### config.mk
export PLATFORM = sky130hd
export DESIGN_NAME = echo_request_input_flat
export DESIGN_NICKNAME = d
export VERILOG_FILES = /design/src/rtl/echo_portal_pkg.sv /design/src/rtl/echo_request_input_if.sv /design/src/rtl/echo_req_hdr_decode.sv /design/src/rtl/echo_request_input.sv /design/src/flat_wrapper.sv
export SDC_FILE = /design/constraint.sdc
export NUM_CORES = 1
export LEC_CHECK = 0
export ABC_CLOCK_PERIOD_IN_PS = 6550
export CORE_MARGIN = 1
export CORE_UTILIZATION = 40
export DETAILED_ROUTE_END_ITERATION = 10
export HOLD_SLACK_MARGIN = 0.03
export PLACE_DENSITY = 0.66
export SLEW_MARGIN = 20
export SYNTH_ARGS = -nofsm -noshare
export SYNTH_HDL_FRONTEND = slang
export SYNTH_SLANG_ARGS = --single-unit
### constraint.sdc
create_clock -name CLK -period 6.55 [get_ports CLK]
set_input_delay 1.31 -clock CLK [delete_from_list [all_inputs] [get_ports CLK]]
set_output_delay 1.31 -clock CLK [all_outputs]
set_load 0.02 [all_outputs]
### src/rtl/echo_portal_pkg.sv
// Echo portal shared definitions: method numbers, header fields,
// payload sizes and the request FSM state encoding.
package echo_portal_pkg;

  localparam logic [15:0] DEF_SAY_METHOD  = 16'd0;
  localparam logic [15:0] DEF_SAY2_METHOD = 16'd1;
  localparam int unsigned DEF_ERR_W       = 16;

  localparam int unsigned HDR_FLD_W    = 16;
  localparam int unsigned HDR_METH_LSB = 16;
  localparam int unsigned HDR_CNT_LSB  = 0;

  localparam logic [15:0] SAY_WORDS  = 16'd1;
  localparam logic [15:0] SAY2_WORDS = 16'd2;
  localparam logic [15:0] SAY_BITS   = 16'd32;
  localparam logic [15:0] SAY2_BITS  = 16'd64;

  typedef logic [1:0] req_state_t;

  localparam req_state_t ST_HDR     = 2'd0;
  localparam req_state_t ST_PAYLOAD = 2'd1;
  localparam req_state_t ST_ISSUE   = 2'd2;
  localparam req_state_t ST_DRAIN   = 2'd3;

  function automatic logic [15:0] hdr_method_of(
    input logic [31:0] w
  );
    return w[HDR_METH_LSB +: HDR_FLD_W];
  endfunction

  function automatic logic [15:0] hdr_count_of(
    input logic [31:0] w
  );
    return w[HDR_CNT_LSB +: HDR_FLD_W];
  endfunction

endpackage

### src/rtl/echo_request_input_if.sv
// Host-side request word stream with RDY/EN handshake.
interface echo_request_input_if;

  logic        RDY_requests_enq;
  logic        EN_requests_enq;
  logic [31:0] requests_enq_v;

  modport master (
    input  RDY_requests_enq,
    output EN_requests_enq,
    output requests_enq_v
  );

  modport slave (
    output RDY_requests_enq,
    input  EN_requests_enq,
    input  requests_enq_v
  );

endinterface

### src/rtl/echo_req_hdr_decode.sv
// Combinational header decode plus the per-method payload size lookup
// shared with the messageSize query.
module echo_req_hdr_decode
  import echo_portal_pkg::*;
#(
  parameter logic [15:0] SAY_METHOD  = DEF_SAY_METHOD,
  parameter logic [15:0] SAY2_METHOD = DEF_SAY2_METHOD
) (
  input  logic [31:0] hdr_word,
  input  logic [15:0] query_method,
  output logic        hdr_valid,
  output logic [15:0] hdr_method,
  output logic [15:0] hdr_count,
  output logic [15:0] query_size
);

  always_comb begin
    hdr_method = hdr_method_of(hdr_word);
    hdr_count  = hdr_count_of(hdr_word);
    hdr_valid  = 1'b0;
    unique case (1'b1)
      (hdr_method == SAY_METHOD):
        hdr_valid = (hdr_count == SAY_WORDS);
      (hdr_method == SAY2_METHOD):
        hdr_valid = (hdr_count == SAY2_WORDS);
      default:
        hdr_valid = 1'b0;
    endcase
  end

  always_comb begin
    query_size = 16'd0;
    unique case (1'b1)
      (query_method == SAY_METHOD):
        query_size = SAY_BITS;
      (query_method == SAY2_METHOD):
        query_size = SAY2_BITS;
      default:
        query_size = 16'd0;
    endcase
  end

endmodule

### src/rtl/echo_request_input.sv
// Echo portal request side: header decode, payload deserialize, core issue.
// Define ECHO_REQ_ERRCNT_EN to add the saturating bad-header counter port.
module echo_request_input
  import echo_portal_pkg::*;
#(
  parameter logic [15:0] SAY_METHOD  = DEF_SAY_METHOD,
  parameter logic [15:0] SAY2_METHOD = DEF_SAY2_METHOD
`ifdef ECHO_REQ_ERRCNT_EN
  ,
  parameter int unsigned ERR_W = DEF_ERR_W
`endif
) (
  input  logic        CLK,
  input  logic        RST,
  echo_request_input_if.slave req,
  output logic        RDY_messageSize_size,
  input  logic [15:0] messageSize_size_methodNumber,
  output logic [15:0] messageSize_size,
  input  logic        RDY_request_say,
  output logic        EN_request_say,
  output logic [31:0] request_say_v,
  input  logic        RDY_request_say2,
  output logic        EN_request_say2,
  output logic [31:0] request_say2_a,
  output logic [31:0] request_say2_b,
  output logic        request_busy
`ifdef ECHO_REQ_ERRCNT_EN
  ,
  output logic [ERR_W-1:0] request_err_count
`endif
);

  req_state_t  state_q, state_d;
  logic [15:0] method_q, method_d;
  logic [15:0] count_q, count_d;
  logic [15:0] idx_q, idx_d;
  logic [15:0] rem_q, rem_d;
  logic [31:0] say_v_q, say_v_d;
  logic [31:0] say2_a_q, say2_a_d;
  logic [31:0] say2_b_q, say2_b_d;

  logic        rdy;
  logic        enq_fire;
  logic        dec_valid;
  logic [15:0] dec_method;
  logic [15:0] dec_count;
  logic        is_say;
  logic        is_say2;
  logic        en_say;
  logic        en_say2;

  echo_req_hdr_decode #(
    .SAY_METHOD  (SAY_METHOD),
    .SAY2_METHOD (SAY2_METHOD)
  ) u_dec (
    .hdr_word     (req.requests_enq_v),
    .query_method (messageSize_size_methodNumber),
    .hdr_valid    (dec_valid),
    .hdr_method   (dec_method),
    .hdr_count    (dec_count),
    .query_size   (messageSize_size)
  );

  assign rdy                  = (state_q != ST_ISSUE);
  assign enq_fire             = req.EN_requests_enq & rdy;
  assign req.RDY_requests_enq = rdy;
  assign RDY_messageSize_size = 1'b1;
  assign request_busy         = (state_q != ST_HDR);

  // say wins a tie so the two EN outputs can never be high together
  assign is_say  = (method_q == SAY_METHOD);
  assign is_say2 = (method_q == SAY2_METHOD) & ~is_say;

  always_comb begin
    state_d  = state_q;
    method_d = method_q;
    count_d  = count_q;
    idx_d    = idx_q;
    rem_d    = rem_q;
    say_v_d  = say_v_q;
    say2_a_d = say2_a_q;
    say2_b_d = say2_b_q;
    en_say   = 1'b0;
    en_say2  = 1'b0;
    unique case (state_q)
      ST_HDR: begin
        if (enq_fire) begin
          method_d = dec_method;
          count_d  = dec_count;
          idx_d    = 16'd0;
          if (dec_valid) begin
            state_d = ST_PAYLOAD;
          end else if (dec_count != 16'd0) begin
            state_d = ST_DRAIN;
            rem_d   = dec_count;
          end
        end
      end
      ST_PAYLOAD: begin
        if (enq_fire) begin
          if (is_say2) begin
            if (idx_q == 16'd0) say2_a_d = req.requests_enq_v;
            else                say2_b_d = req.requests_enq_v;
          end else begin
            say_v_d = req.requests_enq_v;
          end
          if (idx_q == count_q - 16'd1) state_d = ST_ISSUE;
          else                          idx_d   = idx_q + 16'd1;
        end
      end
      ST_ISSUE: begin
        en_say  = is_say & RDY_request_say;
        en_say2 = is_say2 & RDY_request_say2;
        if (en_say | en_say2) state_d = ST_HDR;
      end
      ST_DRAIN: begin
        if (enq_fire) begin
          rem_d = rem_q - 16'd1;
          if (rem_q == 16'd1) state_d = ST_HDR;
        end
      end
      default: state_d = ST_HDR;
    endcase
  end

  always_ff @(posedge CLK) begin
    if (RST) begin
      state_q  <= ST_HDR;
      method_q <= '0;
      count_q  <= '0;
      idx_q    <= '0;
      rem_q    <= '0;
      say_v_q  <= '0;
      say2_a_q <= '0;
      say2_b_q <= '0;
    end else begin
      state_q  <= state_d;
      method_q <= method_d;
      count_q  <= count_d;
      idx_q    <= idx_d;
      rem_q    <= rem_d;
      say_v_q  <= say_v_d;
      say2_a_q <= say2_a_d;
      say2_b_q <= say2_b_d;
    end
  end

  assign EN_request_say  = en_say;
  assign EN_request_say2 = en_say2;
  assign request_say_v   = say_v_q;
  assign request_say2_a  = say2_a_q;
  assign request_say2_b  = say2_b_q;

`ifdef ECHO_REQ_ERRCNT_EN
  logic             err_evt;
  logic [ERR_W-1:0] err_q, err_d;

  assign err_evt = (state_q == ST_HDR) & enq_fire & ~dec_valid;

  always_comb begin
    err_d = err_q;
    if (err_evt && (err_q != '1)) err_d = err_q + 1'b1;
  end

  always_ff @(posedge CLK) begin
    if (RST) err_q <= '0;
    else     err_q <= err_d;
  end

  assign request_err_count = err_q;
`endif

endmodule
### src/flat_wrapper.sv
// flat-port wrapper written by rule: the top's interface ports become plain ports
module echo_request_input_flat import echo_portal_pkg::*;
#(
  parameter logic [15:0] SAY_METHOD  = DEF_SAY_METHOD,
  parameter logic [15:0] SAY2_METHOD = DEF_SAY2_METHOD

)
  (CLK, RST, RDY_messageSize_size, messageSize_size_methodNumber, messageSize_size, RDY_request_say, EN_request_say, request_say_v, RDY_request_say2, EN_request_say2, request_say2_a, request_say2_b, request_busy, req_RDY_requests_enq, req_EN_requests_enq, req_requests_enq_v);
  echo_request_input_if req_i ();
  input  logic CLK;
  input  logic RST;
  output logic RDY_messageSize_size;
  input  logic [15:0] messageSize_size_methodNumber;
  output logic [15:0] messageSize_size;
  input  logic RDY_request_say;
  output logic EN_request_say;
  output logic [31:0] request_say_v;
  input  logic RDY_request_say2;
  output logic EN_request_say2;
  output logic [31:0] request_say2_a;
  output logic [31:0] request_say2_b;
  output logic request_busy;
  output wire logic [$bits(req_i.RDY_requests_enq)-1:0] req_RDY_requests_enq;
  input wire logic [$bits(req_i.EN_requests_enq)-1:0] req_EN_requests_enq;
  input wire logic [$bits(req_i.requests_enq_v)-1:0] req_requests_enq_v;
  assign req_RDY_requests_enq = req_i.RDY_requests_enq;
  assign req_i.EN_requests_enq = req_EN_requests_enq;
  assign req_i.requests_enq_v = req_requests_enq_v;
  echo_request_input #(.SAY_METHOD(SAY_METHOD), .SAY2_METHOD(SAY2_METHOD)) u_core (.CLK(CLK), .RST(RST), .req(req_i), .RDY_messageSize_size(RDY_messageSize_size), .messageSize_size_methodNumber(messageSize_size_methodNumber), .messageSize_size(messageSize_size), .RDY_request_say(RDY_request_say), .EN_request_say(EN_request_say), .request_say_v(request_say_v), .RDY_request_say2(RDY_request_say2), .EN_request_say2(EN_request_say2), .request_say2_a(request_say2_a), .request_say2_b(request_say2_b), .request_busy(request_busy));
endmodule
Word level (Yosys, flattened, before mapping)

Index checks and enable logic that the tools add are counted.

Mux-type cells: 22
Bitwise logic cells: 8
Add/sub/neg operators: 3
Reduce and logical (&&, ||, !) cells: 16
Eq/ne operators: 21

Operators by type and width:

| operator                                                                 | number |
|---|---|
| 16-bit 2-to-1 mux                                                        | 7 |
| 16-bit by 1-bit equality test with 1-bit output (second input constant)  | 5 |
| 16-bit zero test                                                         | 4 |
| 16-bit case mux with 2 select lines                                      | 2 |
| 16-bit by 1-bit subtractor with 16-bit output (second input constant)    | 2 |
| 16-bit by 1-bit adder with 16-bit output (second input constant)         | 1 |
| 16-bit equality test                                                     | 1 |
| 16-bit by 2-bit equality test with 1-bit output (second input constant)  | 1 |
| 2-bit 2-to-1 mux                                                         | 8 |
| 16-bit nonzero test                                                      | 1 |
| 2-bit by 1-bit inequality test with 1-bit output (second input constant) | 7 |
| 7-bit case mux with 2 select lines                                       | 1 |
| 4-bit AND reduction                                                      | 3 |
| 2-bit case mux with 4 select lines                                       | 1 |
| 7-bit AND reduction                                                      | 1 |
| 2-bit inequality test (second input constant)                            | 3 |
| 2-bit nonzero test                                                       | 3 |
| 5-bit AND reduction                                                      | 1 |
| 1-bit AND                                                                | 4 |
| 2-bit equality test (second input constant)                              | 2 |
| 3-bit by 1-bit inequality test with 1-bit output (second input constant) | 1 |
| 1-bit inverter                                                           | 3 |
| 3-bit AND reduction                                                      | 1 |
| 2-bit by 1-bit equality test with 1-bit output (second input constant)   | 1 |
| other kinds (5)                                                          | 6 |

Input bits: 53
Output and inout port bits: 117
Logic and storage cells: 78
Bits in registers: 162

Logic depth before layout (Yosys ltp)

Gate-level depths: netlist of run 1.

Depth in word-level cells: 7
Gate-level depth with buffers: 13
Mapped depth without buffers: 10

By module

Synthesis of run 1 repeated with hierarchy kept, for this count alone.

Cells, all modules: 954
Area total of the unflattened synthesis: 7845.0 um^2

Modules (own cells, without submodules):

| module              | area each (um^2) | sequential area each (um^2) | cells each | times used |
|---|---|---|---|---|
| echo_request_input  | 7348.3           | 3243.1                      | 885        | 1 |
| echo_req_hdr_decode | 496.7            | 0.0                         | 69         | 1 |

Least setup slack after synthesis of run 1

No wires, ideal clock.

Path type: input to output
Start point: in messageSize_size_methodNumber[5]
End point: out messageSize_size[5]
Stages: 3
Data required time: 5.240 ns
Path slack: 3.245 ns
Path buffers: 0
Arrival: 1.995 ns
Cell sequence: nor4_1 nand4_1 nor2_1

Word-level cells in the longest chain between the ends: 2
Elaborated cells between the ends (all ways): 3
Classes of those cells: 1 x eq/ne; 1 x mux; 1 x reduce/logical

RTL lines:

| element                                                                             | RTL line                                             | RTL |
|---|---|---|
| from (decl)                                                                         | flat_wrapper.sv:13                                   | `input logic [15:0] messageSize_size_methodNumber;` |
| 16-bit by 1-bit equality test with 1-bit output or 16-bit zero test (tied branches) | echo_req_hdr_decode.sv:36, echo_req_hdr_decode.sv:34 |  |
| 7-bit case mux with 2 select lines (*)                                              | echo_req_hdr_decode.sv:33                            | `unique case (1'b1)` |
| to (decl)                                                                           | flat_wrapper.sv:14                                   | `output logic [15:0] messageSize_size;` |

Mark *: on every way between the ends. The rest lies on a longest branch, timed or not.

Worst setup path after layout of run 1

Start point: in messageSize_size_methodNumber[9]
End point: out messageSize_size[6]

The elaborated chain is that of the path after synthesis.

==> run_results.csv, run 1 <==
group,metric,value,unit
floorplanning,placeableCoreArea,17960,sq um
timing,timing.final.hold_violations,0,
floorplanning,chipHeight,137.4,microns
worst_setup_path,worst_r2r_startpoint,"u_core.count_q[0]",
worst_setup_path,cp-end-kind,"output port",
clock_network,ctsRootBufferMaster,"sky130_fd_sc_hd__clkbuf_16",
finish,antenna-diode-count,0,
finish,total_nets_final,1074,
clock_network,cts_tree,"built",
timing,period_needed,4199,ps
timing,setup-tns-final,0,ps
grt,first_global_vias,6028,
synthesis,post_synthesis_sequential_element_count,162,
timing,rsz0062_at_grt,"no",
synthesis,count_of_flip_flops_with_a_built_in_enable_after_synthesis,0,
place,post-place-ws,2327,ps
clock_network,cts-htree-levels,4,
timing,fin_crit_sh,0.6411,
synthesis,synthTopCellsByArea,"sky130_fd_sc_hd__dfxtp_1 (44%), sky130_fd_sc_hd__nand2_1 (9.0%), sky130_fd_sc_hd__mux2i_1 (8.9%)",
finish,final_layout_size_suffix_gt1_frac,0.05561,
worst_setup_path,startpoint_type_of_the_worst_setup_path,"input pin",
place,place_congestion,0.8495,
worst_setup_path,cp_required,5240,ps
worst_setup_path,timing.critical_path.mode_cell,"sky130_fd_sc_hd__clkdlybuf4s50_1",
place,io_buffers,154,
detailed_routing,num_vias,6607,
detailed_routing,routed_wirelength,20260,microns
timing,highest_clock_rate,238.2,MHz
clock_network,number_of_resized_instances_in_the_post_cts_repair_step,0,
worst_setup_path,reg2reg_slack,2850,ps
power_and_ir_drop,peak_supply_drop,236.8,uV
power_and_ir_drop,power_density,324.8,nW/um^2
floorplanning,io-pin-count,170,
grt,grt_remaining_overflow,0,
detailed_routing,drtAntennaViolNets,0,
synthesis,synthesis.yosys.warnings,0,
worst_setup_path,worstSetupStartpoint,"messageSize_size_methodNumber[9]",
power_and_ir_drop,power.static_leakage,3.526,nW
timing,fin_ws,2351,ps
clock_network,clkLatencyLatePin,430,ps
min_path,hold_class,"reg2reg",
timing,finalSetupViolCount,0,
worst_setup_path,cp_max_fanout,2,
synthesis,synth_async_sr_flop_share,0,
synthesis,synthesis.area,7328,sq um
floorplanning,placementRows,49,
worst_setup_path,crit_end,"messageSize_size[6]",
synthesis,synth.lib_cells_used.distinct,58,
finish,finish.cell_count_without_fillers,1254,
detailed_routing,drt-wirelength-per-cell,16.16,microns
detailed_routing,first_iter_violations,447,
grt,grt_max_degree,92,
timing,finClkSkew,7.287,ps
timing,timing_worst_slew_pin_value,958.8,ps
clock_network,clock_sinks,162,
floorplanning,start_util,0.4080,
flow_run,maxCapViolCount,0,
timing,timing_max_transition_violations_final,0,
worst_setup_path,critical_path.max_stage_delay,600,ps
synthesis,synth_largest_area_cell,"sky130_fd_sc_hd__dfxtp_1",
synthesis,post_syn_instances,888,
finish,layout.cells.most_common,"sky130_fd_sc_hd__nand2_1",
worst_setup_path,timing.critical_path.arrival,2890,ps
worst_setup_path,ff2ff_path_depth,9,
floorplanning,floorplan.die.width,137.4,microns
grt,first_pass_grt_wire_length,31820,microns
status,status,"completed",
detailed_routing,drt_pre_antenna_iters,4,
grt,grt_antenna_before_repair,0,
worst_setup_path,setup.worst_path.class,"in2out",
worst_setup_path,critical-path-slowest-cell,"sky130_fd_sc_hd__clkdlybuf4s50_1",
worst_setup_path,crit_chain,"clkdlybuf4s50_1 > nor4_1 > nand4_1 > nor2_1 > clkdlybuf4s50_1",
finish,mostFrequentLayoutCells,"sky130_fd_sc_hd__nand2_1 (174), sky130_fd_sc_hd__dfxtp_1 (162), sky130_fd_sc_hd__clkdlybuf4s50_1 (153)",
synthesis,synthFlopType,"sky130_fd_sc_hd__dfxtp_1",
synthesis,avgSynthCellArea,8.253,sq um
clock_network,cts-buffers-inserted,17,
clock_network,ctsHoldBuffers,0,
place,placed_cells,1222,
synthesis,synth_sequential_area_ratio,0.4425,
worst_setup_path,reg2reg_to,"u_core.idx_q[8]",
detailed_routing,route.detailed.drc,0,
grt,groute.usage.overall,0.2186,
finish,layout-area-overhead-vs-synth,30.08,%
clock_network,cts.clk_slew.worst_paths,70,ps
min_path,worstHoldPathCells,2,
timing,max-slew-margin-rel,0.3608,
clock_network,ctsLongestPathBuffers,2,
place,hpwlAfterDp,13720,microns
clock_network,cts.repair_timing.setup_buffer_count,0,
floorplanning,floorplan.die_area,18870,sq um
synthesis,synth.top_cell.area_share,0.4425,
detailed_routing,viasPerCell,5.269,
metrics by stage:
step / area [sq um] / power [mW] / hold slack (ps) / util
2_1_floorplan: 7377 / 1.860 / 436.0 / -
3_5_place_dp: 8946 / 2.122 / 448.2 / 0.4980
5_1_grt: 9533 / 3.275 / 472.0 / 0.5307
3_3_place_gp: 8946 / 2.112 / 440.7 / 0.4980
6_report: 9533 / 3.096 / 452.8 / 0.5307
4_1_cts: 9530 / 3.110 / 457.6 / 0.5305
how the worst min path moves through the flow:
stage	end	slack, ps	start
finish	u_core.request_say_v[10]	450	u_core.request_say_v[10]
global route	u_core.request_say_v[20]	470	u_core.request_say_v[20]
CTS	u_core.request_say_v[30]	460	u_core.request_say_v[30]
detailed placement	u_core.request_say_v[30]	450	u_core.request_say_v[30]
global placement	u_core.request_say_v[18]	440	u_core.request_say_v[18]
floorplan	u_core.method_q[13]	440	u_core.method_q[13]
area by class of cell:
| cell class | instances | area, sq um |
|---|---|---|
| clock buffer | 18 | 439.2 |
| clock inverter | 14 | 145.1 |
| fill | 1718 | 8431 |
| inverter | 15 | 56.30 |
| multi-input combinational | 653 | 3756 |
| sequential | 162 | 3243 |
| tap | 229 | 286.5 |
| timing repair buffer | 163 | 1607 |
cells by family after synthesis:
family | count (synthesis) | synth area share
adders and majority gates | 9 | 0.01537
muxes | 66 | 0.09032
other | 2 | 0.001025
DFF | 162 | 0.4425
AOI/OAI and AO/OA | 172 | 0.1388
and+or+nand+nor | 370 | 0.2332
xor gates and xnor gates | 21 | 0.02510
buffers and inverters | 86 | 0.05361
state kept, by name (all words and copies together) (netlist names):
name and flops:
u_core.count_q 16, u_core.idx_q 16, u_core.method_q 16, u_core.rem_q 16, u_core.request_say2_a 32, u_core.request_say2_b 32, u_core.request_say_v 32, u_core.state_q 2
Yosys cell counts (all sizes together) (10+ instances only):
cell	n
nand2	175
dfxtp	162
inv	15
a21oi	97
or3	10
nor3	20
mux2i	65
clkbuf	44
xnor2	12
o21ai	23
nor2	84
nor4	20
buf	27
or4	12
layer usage:
layer | vias to the layer above | routed length, microns | GRT usage
li1 | 3297 | - | -
met1 | 3123 | 9024 | 0.2772
met2 | 161 | 9671 | 0.3563
met3 | 26 | 1295 | 0.06806
met4 | 0 | 270 | 0.06044
met5 | - | 0 | 0
worst max-delay path: cells and delay by family:
| family | cells | cell delay (ps) |
|---|---|---|
| simple gates | 3 | 580 |
| buf+inv | 2 | 1000 |
power breakdown:
part / internal [mW] / leakage [nW] / total, mW / switching (mW)
Sequential: 1.09 / 1.31 / 1.20 / 0.104
Clock: 0.545 / 0.272 / 0.984 / 0.440
Combinational: 0.368 / 1.94 / 0.913 / 0.545
Total: 2.01 / 3.53 / 3.10 / 1.09
Note: power is estimated with default switching activity, not from simulation.
==> run 2: changes to the inputs <==
Settings changed: ABC_CLOCK_PERIOD_IN_PS 6550 to 4250.
Clock period 6.55 ns to 4.25 ns, I/O delays scaled along.
==> run_results.csv, run 2 (synthesis gave the netlist of run 1 again) <==
group,metric,value,unit
status,status,"completed",
timing,period_needed,3421,ps
clock_network,cts-htree-levels,4,
clock_network,clock_sinks,162,
finish,finish.cell_count_without_fillers,1259,
floorplanning,placementRows,49,
place,post-place-ws,850.8,ps
worst_setup_path,cp_required,4600,ps
grt,groute.usage.overall,0.2142,
clock_network,number_of_resized_instances_in_the_post_cts_repair_step,0,
timing,highest_clock_rate,292.4,MHz
timing,fin_crit_sh,0.8048,
finish,sequential_cell_area,3243,sq um
floorplanning,chipHeight,137.4,microns
detailed_routing,route.detailed.drc,0,
detailed_routing,drt_pre_antenna_iters,5,
detailed_routing,viasPerCell,5.257,
clock_network,cts.clk_slew.worst_paths,70,ps
flow_run,maxCapViolCount,0,
timing,timing_worst_slew_pin_value,974.5,ps
finish,footprint_of_the_multi_input_gates,3754,sq um
place,placed_cells,1227,
floorplanning,start_util,0.4080,
clock_network,ctsRootBufferMaster,"sky130_fd_sc_hd__clkbuf_16",
timing,max-slew-margin-rel,0.3504,
finish,layout-area-overhead-vs-synth,30.87,%
detailed_routing,first_iter_violations,398,
clock_network,cts.repair_timing.setup_buffer_count,0,
clock_network,ctsHoldBuffers,0,
finish,layout.cells.most_common,"sky130_fd_sc_hd__nand2_1",
grt,first_global_vias,5942,
detailed_routing,num_vias,6618,
power_and_ir_drop,power_density,502.2,nW/um^2
finish,total_nets_final,1079,
timing,rsz0062_at_grt,"no",
grt,first_pass_grt_wire_length,31300,microns
min_path,hold_class,"reg2reg",
detailed_routing,drtAntennaViolNets,0,
floorplanning,io-pin-count,170,
power_and_ir_drop,peak_supply_drop,370.3,uV
timing,finalSetupViolCount,0,
power_and_ir_drop,power.static_leakage,3.569,nW
finish,finish.utilization,0.5339,
grt,grt_max_degree,90,
timing,setup-tns-final,0,ps
detailed_routing,routed_wirelength,19930,microns
worst_setup_path,timing.critical_path.arrival,3770,ps
grt,grt_antenna_before_repair,0,
finish,antenna-diode-count,0,
clock_network,cts-buffers-inserted,17,
place,place_congestion,0.8000,
floorplanning,floorplan.die.width,137.4,microns
floorplanning,placeableCoreArea,17960,sq um
clock_network,cts_tree,"built",
clock_network,clkLatencyLatePin,430,ps
worst_setup_path,setup.worst_path.class,"reg2reg",
worst_setup_path,startpoint_type_of_the_worst_setup_path,"flop",
place,io_buffers,154,
clock_network,ctsLongestPathBuffers,2,
floorplanning,floorplan.die_area,18870,sq um
timing,fin_ws,829.4,ps
finish,final_layout_size_suffix_gt1_frac,0.05922,
timing,timing.final.hold_violations,0,
worst_setup_path,cp_max_fanout,8,
finish,mostFrequentLayoutCells,"sky130_fd_sc_hd__nand2_1 (175), sky130_fd_sc_hd__dfxtp_1 (162), sky130_fd_sc_hd__clkdlybuf4s50_1 (153)",
worst_setup_path,cp-end-kind,"flop",
detailed_routing,drt-wirelength-per-cell,15.83,microns
finish,number_of_inserted_filler_cells_in_the_final_layout,1638,
timing,finClkSkew,9.706,ps
timing,timing_max_transition_violations_final,0,
place,hpwlAfterDp,13580,microns
grt,grt_remaining_overflow,0,
## run 2: cell types whose count changed in the layout (fill, tap and decap cells not counted), sizes merged
cell,before,now
clkinvlp,5,2
bufinv,1,2
buf,10,15
clkinv,2,4
## run 2: metal layers
metal	vias to the layer above	global-route usage	routed length, microns	part of all wire
met5	-	0	0	0
met4	0	0.07448	265	0.013
met3	21	0.06291	1327	0.067
met2	159	0.3389	9266	0.46
met1	3127	0.2766	9074	0.46
li1	3311	-	-	-
## run 2: area by class of cell
class,count,share of cell area
inverter,15,0.005871
clock inverter,14,0.01748
timing repair buffer,168,0.1714
tap,229,0.02988
sequential,162,0.3382
clock buffer,18,0.04579
multi-input combinational,653,0.3914
## run 2: worst max-delay path: stages (launching register included)
cell	delay [ps]
sky130_fd_sc_hd__dfxtp_1	360
sky130_fd_sc_hd__inv_1	70
sky130_fd_sc_hd__ha_1	290
sky130_fd_sc_hd__nor4b_2	480
sky130_fd_sc_hd__or4b_1	500
sky130_fd_sc_hd__xnor2_1	140
sky130_fd_sc_hd__or4_4	560
sky130_fd_sc_hd__o31a_1	340
sky130_fd_sc_hd__or4_1	470
sky130_fd_sc_hd__a21oi_1	140
## run 2: power by group
part	leakage [nW]	internal, mW	switching [mW]
clock network	0.292	0.900	0.669
registers	1.31	1.69	0.155
logic	1.96	0.574	0.834
## run 2: path summary, 6_finish.rpt
path                                  from                  endpoint  slack, ps  depth (start not counted)
setup reg to reg         u_core.count_q[0]         u_core.state_q[1]        830                          9
hold / removal    u_core.request_say_v[30]  u_core.request_say_v[30]        450                          2
hold reg to reg   u_core.request_say_v[30]  u_core.request_say_v[30]        450                          2
setup / recovery         u_core.count_q[0]         u_core.state_q[1]        830                          9
## run 2: per-stage QoR
| step | hold WS, ps | area, sq um | power, mW |
|---|---|---|---|
| floorplan | 436.0 | 7377 | 2.867 |
| global placement | 440.7 | 8984 | 3.257 |
| detailed placement | 447.1 | 8984 | 3.273 |
| CTS | 455.5 | 9590 | 4.846 |
| global route | 474.8 | 9590 | 5.102 |
| finish | 452.9 | 9590 | 4.816 |
